File: config.mk
export PLATFORM = sky130hd
export DESIGN_NAME = pipe_stage_skid
export DESIGN_NICKNAME = d
export VERILOG_FILES = /design/src/rtl/pipe_stage_skid.sv
export SDC_FILE = /design/constraint.sdc
export NUM_CORES = 1
export LEC_CHECK = 0
export CORE_ASPECT_RATIO = 0.75
export CORE_MARGIN = 1
export CORE_UTILIZATION = 49
export CTS_CLUSTER_DIAMETER = 200
export DETAILED_ROUTE_END_ITERATION = 7
export PLACE_DENSITY_LB_ADDON = 0.25
export SYNTH_ARGS = -nofsm -noshare
export SYNTH_HDL_FRONTEND = slang
export SYNTH_SLANG_ARGS = --single-unit
File: constraint.sdc
create_clock -name clk -period 1.87 [get_ports clk]
set_input_delay 0.374 -clock clk [delete_from_list [all_inputs] [get_ports clk]]
set_output_delay 0.374 -clock clk [all_outputs]
set_load 0.05 [all_outputs]
File: src/rtl/pipe_stage_skid.sv
// Registered valid/ready pipeline stage for a writeback bundle (addr, wreg, data, aux)
// with a one-entry skid buffer so in_ready is a pure register, plus flush and occupancy.
module pipe_stage_skid #(
    parameter int unsigned DATA_W        = 32,
    parameter int unsigned ADDR_W        = 5,
    parameter int unsigned AUX_W         = 8,
    parameter bit          ZERO_ON_EMPTY = 1'b1
) (
    input  logic              clk,
    input  logic              rst,
    input  logic              flush,
    input  logic              in_valid,
    output logic              in_ready,
    input  logic [ADDR_W-1:0] in_wd,
    input  logic              in_wreg,
    input  logic [DATA_W-1:0] in_wdata,
    input  logic [AUX_W-1:0]  in_aux,
    output logic              out_valid,
    input  logic              out_ready,
    output logic [ADDR_W-1:0] out_wd,
    output logic              out_wreg,
    output logic [DATA_W-1:0] out_wdata,
    output logic [AUX_W-1:0]  out_aux,
    output logic [1:0]        occupancy
);

    typedef enum logic [1:0] {
        ST_EMPTY = 2'd0,
        ST_ONE   = 2'd1,
        ST_FULL  = 2'd2
    } state_t;

    typedef enum logic [1:0] {
        MAIN_HOLD      = 2'd0,
        MAIN_LOAD_IN   = 2'd1,
        MAIN_LOAD_SKID = 2'd2,
        MAIN_CLEAR     = 2'd3
    } main_op_t;

    state_t             r_state;
    state_t             w_nxt_state;
    main_op_t           w_main_op;
    logic               w_skid_load;
    logic               w_skid_clear;
    logic               w_accept;
    logic               w_drain;

    logic               r_in_ready;
    logic               r_out_valid;

    logic [ADDR_W-1:0]  r_main_wd;
    logic               r_main_wreg;
    logic [DATA_W-1:0]  r_main_wdata;
    logic [AUX_W-1:0]   r_main_aux;

    logic [ADDR_W-1:0]  r_skid_wd;
    logic               r_skid_wreg;
    logic [DATA_W-1:0]  r_skid_wdata;
    logic [AUX_W-1:0]   r_skid_aux;

    assign w_accept = in_valid & r_in_ready;
    assign w_drain  = r_out_valid & out_ready;

    // State register
    always_ff @(posedge clk or negedge rst) begin
        if (!rst) begin
            r_state <= ST_EMPTY;
        end else begin
            r_state <= w_nxt_state;
        end
    end

    // Next-state logic; flush overrides every handshake
    always_comb begin
        w_nxt_state = r_state;
        if (flush) begin
            w_nxt_state = ST_EMPTY;
        end else begin
            case (r_state)
                ST_EMPTY: if (w_accept) w_nxt_state = ST_ONE;
                ST_ONE: begin
                    if (w_accept && !w_drain) begin
                        w_nxt_state = ST_FULL;
                    end else if (!w_accept && w_drain) begin
                        w_nxt_state = ST_EMPTY;
                    end
                end
                ST_FULL:  if (w_drain) w_nxt_state = ST_ONE;
                default:  w_nxt_state = ST_EMPTY;
            endcase
        end
    end

    // Datapath steering for the main and skid registers
    always_comb begin
        w_main_op    = MAIN_HOLD;
        w_skid_load  = 1'b0;
        w_skid_clear = 1'b0;
        if (flush) begin
            w_main_op    = MAIN_CLEAR;
            w_skid_clear = 1'b1;
        end else begin
            case (r_state)
                ST_EMPTY: if (w_accept) w_main_op = MAIN_LOAD_IN;
                ST_ONE: begin
                    if (w_accept && w_drain) begin
                        w_main_op = MAIN_LOAD_IN;
                    end else if (w_accept) begin
                        w_skid_load = 1'b1;
                    end else if (w_drain) begin
                        w_main_op = MAIN_CLEAR;
                    end
                end
                ST_FULL:  if (w_drain) w_main_op = MAIN_LOAD_SKID;
                default:  w_main_op = MAIN_CLEAR;
            endcase
        end
    end

    // Handshake flags registered from the next state so neither has a comb input path
    always_ff @(posedge clk or negedge rst) begin
        if (!rst) begin
            r_in_ready  <= 1'b0;
            r_out_valid <= 1'b0;
        end else begin
            r_in_ready  <= (w_nxt_state != ST_FULL);
            r_out_valid <= (w_nxt_state != ST_EMPTY);
        end
    end

    // Main register; on emptying, wreg always drops, the rest only when zeroing is enabled
    always_ff @(posedge clk or negedge rst) begin
        if (!rst) begin
            r_main_wd    <= '0;
            r_main_wreg  <= 1'b0;
            r_main_wdata <= '0;
            r_main_aux   <= '0;
        end else begin
            case (w_main_op)
                MAIN_LOAD_IN: begin
                    r_main_wd    <= in_wd;
                    r_main_wreg  <= in_wreg;
                    r_main_wdata <= in_wdata;
                    r_main_aux   <= in_aux;
                end
                MAIN_LOAD_SKID: begin
                    r_main_wd    <= r_skid_wd;
                    r_main_wreg  <= r_skid_wreg;
                    r_main_wdata <= r_skid_wdata;
                    r_main_aux   <= r_skid_aux;
                end
                MAIN_CLEAR: begin
                    r_main_wreg <= 1'b0;
                    if (ZERO_ON_EMPTY) begin
                        r_main_wd    <= '0;
                        r_main_wdata <= '0;
                        r_main_aux   <= '0;
                    end
                end
                default: ;
            endcase
        end
    end

    // Skid register catches the beat accepted while the main entry is stalled
    always_ff @(posedge clk or negedge rst) begin
        if (!rst) begin
            r_skid_wd    <= '0;
            r_skid_wreg  <= 1'b0;
            r_skid_wdata <= '0;
            r_skid_aux   <= '0;
        end else if (w_skid_clear) begin
            r_skid_wd    <= '0;
            r_skid_wreg  <= 1'b0;
            r_skid_wdata <= '0;
            r_skid_aux   <= '0;
        end else if (w_skid_load) begin
            r_skid_wd    <= in_wd;
            r_skid_wreg  <= in_wreg;
            r_skid_wdata <= in_wdata;
            r_skid_aux   <= in_aux;
        end
    end

    assign in_ready  = r_in_ready;
    assign out_valid = r_out_valid;
    assign out_wd    = r_main_wd;
    assign out_wreg  = r_main_wreg;
    assign out_wdata = r_main_wdata;
    assign out_aux   = r_main_aux;
    assign occupancy = 2'(r_state);

endmodule

==> reports/qor.yml <==
run_status:
  outcome: "completed"
place:
  io_buffers: 100
  place_ws_ns: -0.142
  dp_hpwl_um: 6130
  gp_congestion: 0.806
cells_and_area:
  fill_cells: 648
  antenna_cells: 0
  final_cell_mix: "nand2_1, dfrtp_1, clkdlybuf4s50_1"
  layout_commonest_cell: "nand2_1"
  nNetsFinal: 529
  syn2layout_area_growth_pct: 33.3
  layout-drive-gt1-share_pct: 12.4
  final_core_util_pct: 67.8
clock_tree:
  clk_latency_ns: 0.35
  clkTransAtPathRegs_ns: 0.09
  numCtsBuffers: 9
  cts_tree: "built"
  clkSinkCount: 96
  postCtsSetupRepairBufs: 0
  cts_max_level: 3
  cts_buffer_depth: 2
  cts-root-buf: "clkbuf_8"
route:
  drtAntennaViolNets: 0
  vias: 3239
  initialDrtViolationCount: 126
  drcViolationCount: 0
  drt_first_pass_iters: 4
  wirelength_um: 9250
  post_drt_wl_per_cell_um: 15.8
  vias_per_cell: 5.52
power:
  cellLeakagePower_nw: 2.86
  vdd_drop_max_uv: 419
  power.total_mw: 4.55
  power.density_nw_per_um2: 847
timing:
  drv_slew: 0
  max_freq_mhz: 596
  hold_slack_ns: 0.476
  slew_headroom_pct: 66.1
  tightest_slew_ns: 0.510
  fin_crit_sh_pct: 89.7
  fin_worst_skew_ns: 0.00963
  finalSetupViolCount: 0
  fin_crit_ns: 1.68
  rsz0062_at_grt: "no"
  worst_slack_ns: 0.192
  final_hold_viol_count: 0
worst_setup_path:
  cp_top_family: "compound AO/OA/AOI/OAI gates"
  cp.buffers_inverters: 2
  cp-start-kind: "primary input"
  r2r-start: "in_ready"
  crit_required_ns: 2.15
  cp-startpoint: "in_valid"
  ff2ff_setup_slack_ns: 0.23
  critPathArrivalTime_ns: 1.96
  path_cells: "clkdlybuf4s50_1 -> and3b_1 -> a311o_1 -> a21oi_4 -> buf_12 -> a21o_1"
  critPathSlowestCell: "clkdlybuf4s50_1"
  crit_type: "in -> reg"
  crit_cells: 6
  worstRegToRegCells: 5
  cp-end-kind: "flop"
  reg2reg_to: "out_wdata[22]"
  worstPathMaxFanout: 34
  crit_end: "out_wdata[22]"
  critPathMaxStageDelay_ns: 0.41
synth:
  synth_nets: 424
  seq_area_frac_synth_pct: 59.7
  ys_warn_count: 0
  synthCells: 373
  yosysUniqueCellTypes: 26
  synth_area_um2: 4030
  ys_seq_elements: 96
  avgSynthCellArea_um2: 10.8
min_path:
  hold_depth: 1
  min_path_type: "reg -> reg"
flow_run:
  cap_violations: 0
global_routing:
  overflow: 0
  grt_max_degree: 38
  grt_usage_pct: 22.7
  grt_pass1_vias: 2991
  grt_pass1_wl_um: 15000
  antenna_found_initial: 0
floorplanning:
  die_h_um: 80.5
  die_w_um: 107
  initial_utilization_pct: 50.9
  io_pins: 101
  row_count: 28
  die-area_um2: 8590
  coreArea_um2: 7920
-- layout make-up --
class	count	area [µm²]	area share, %
clock buffers	10	128	2.38
repair buffers	121	1170	21.8
flip-flops and latches	96	2400	44.8
inverters	1	3.75	0.0699
well taps	105	131	2.45
multi-input cells	249	1500	27.9
clock inverters	5	35.0	0.653
-- how the worst min path moves through the flow --
stage / startpoint / endpoint / slack, ns
6_report: out_wdata[18] / out_wdata[18] / 0.48
5_1_grt: out_wdata[28] / out_wdata[28] / 0.49
4_1_cts: rst / out_wdata[25] / 0.48
3_5_place_dp: rst / out_wdata[25] / 0.33
3_3_place_gp: rst / out_wdata[26] / 0.33
2_1_floorplan: rst / in_ready / 0.08
-- where the power goes --
group	internal, mW	total, mW	switching, mW
Combinational	0.402	1.09	0.692
Sequential	2.21	2.30	0.0840
Clock	0.474	1.16	0.683
-- cell usage after synthesis --
master | n | area share, %
a211oi_1 | 1 | 0.19
a21boi_4 | 1 | 0.47
a21o_1 | 46 | 8.6
a21oi_1 | 46 | 5.7
a21oi_2 | 1 | 0.22
a221o_1 | 1 | 0.25
a22o_1 | 46 | 10
a311o_1 | 1 | 0.25
and2_1 | 1 | 0.16
and3b_1 | 1 | 0.22
buf_1 | 4 | 0.37
buf_2 | 5 | 0.62
buf_4 | 4 | 0.75
buf_6 | 4 | 1.1
clkbuf_1 | 10 | 0.93
dfrtp_1 | 96 | 60
inv_1 | 1 | 0.093
nand2_1 | 96 | 8.9
nand2b_1 | 1 | 0.16
nand3_1 | 1 | 0.12
nand3b_1 | 1 | 0.19
nor3_1 | 1 | 0.12
nor3b_1 | 1 | 0.19
nor4_2 | 1 | 0.31
nor4bb_1 | 1 | 0.25
o21ai_0 | 1 | 0.12
-- registers in the layout, indices dropped and copies added, names as in the netlist, 2 cells and up --
signal        count
occupancy         2
out_aux           8
out_wd            5
out_wdata        32
r_skid_aux        8
r_skid_wd         5
r_skid_wdata     32
-- cells by family after synthesis --
group,after synthesis,share of synthesized area (%)
flops,96,59.7
compound gates,144,25.8
buf+inv,28,3.88
simple gates,105,10.7
-- metal layers --
metal	up-vias	GRT usage [%]	share of wire [%]
li1	1523	-	-
met1	1612	31.5	46
met2	102	35.9	47
met3	2	5.93	6.1
met4	0	5.21	0.28
met5	-	0	0
-- worst register-to-register path, cell delays in order, from the launching register on --
cell and delay, ns:
dfrtp_1 0.41, and3b_1 0.20, a311o_1 0.37, a21oi_4 0.20, buf_12 0.21, a21o_1 0.17
-- metrics by stage --
stage          std cells  TNS, ns  area, µm²
6_report             587        0       5370
5_1_grt              587        0       5370
2_1_floorplan        373        0       4040
3_3_place_gp         571    -4.68       5230
4_1_cts              587        0       5370
3_5_place_dp         571    -5.50       5230
-- what timing repair did --
action                                  CTS  global route
resized for setup                        32             0
endpoints found under the setup margin   32             0
hold buffers                              1             0
hold endpoints to repair                 26             0
Power figures use the tool's default switching activity.
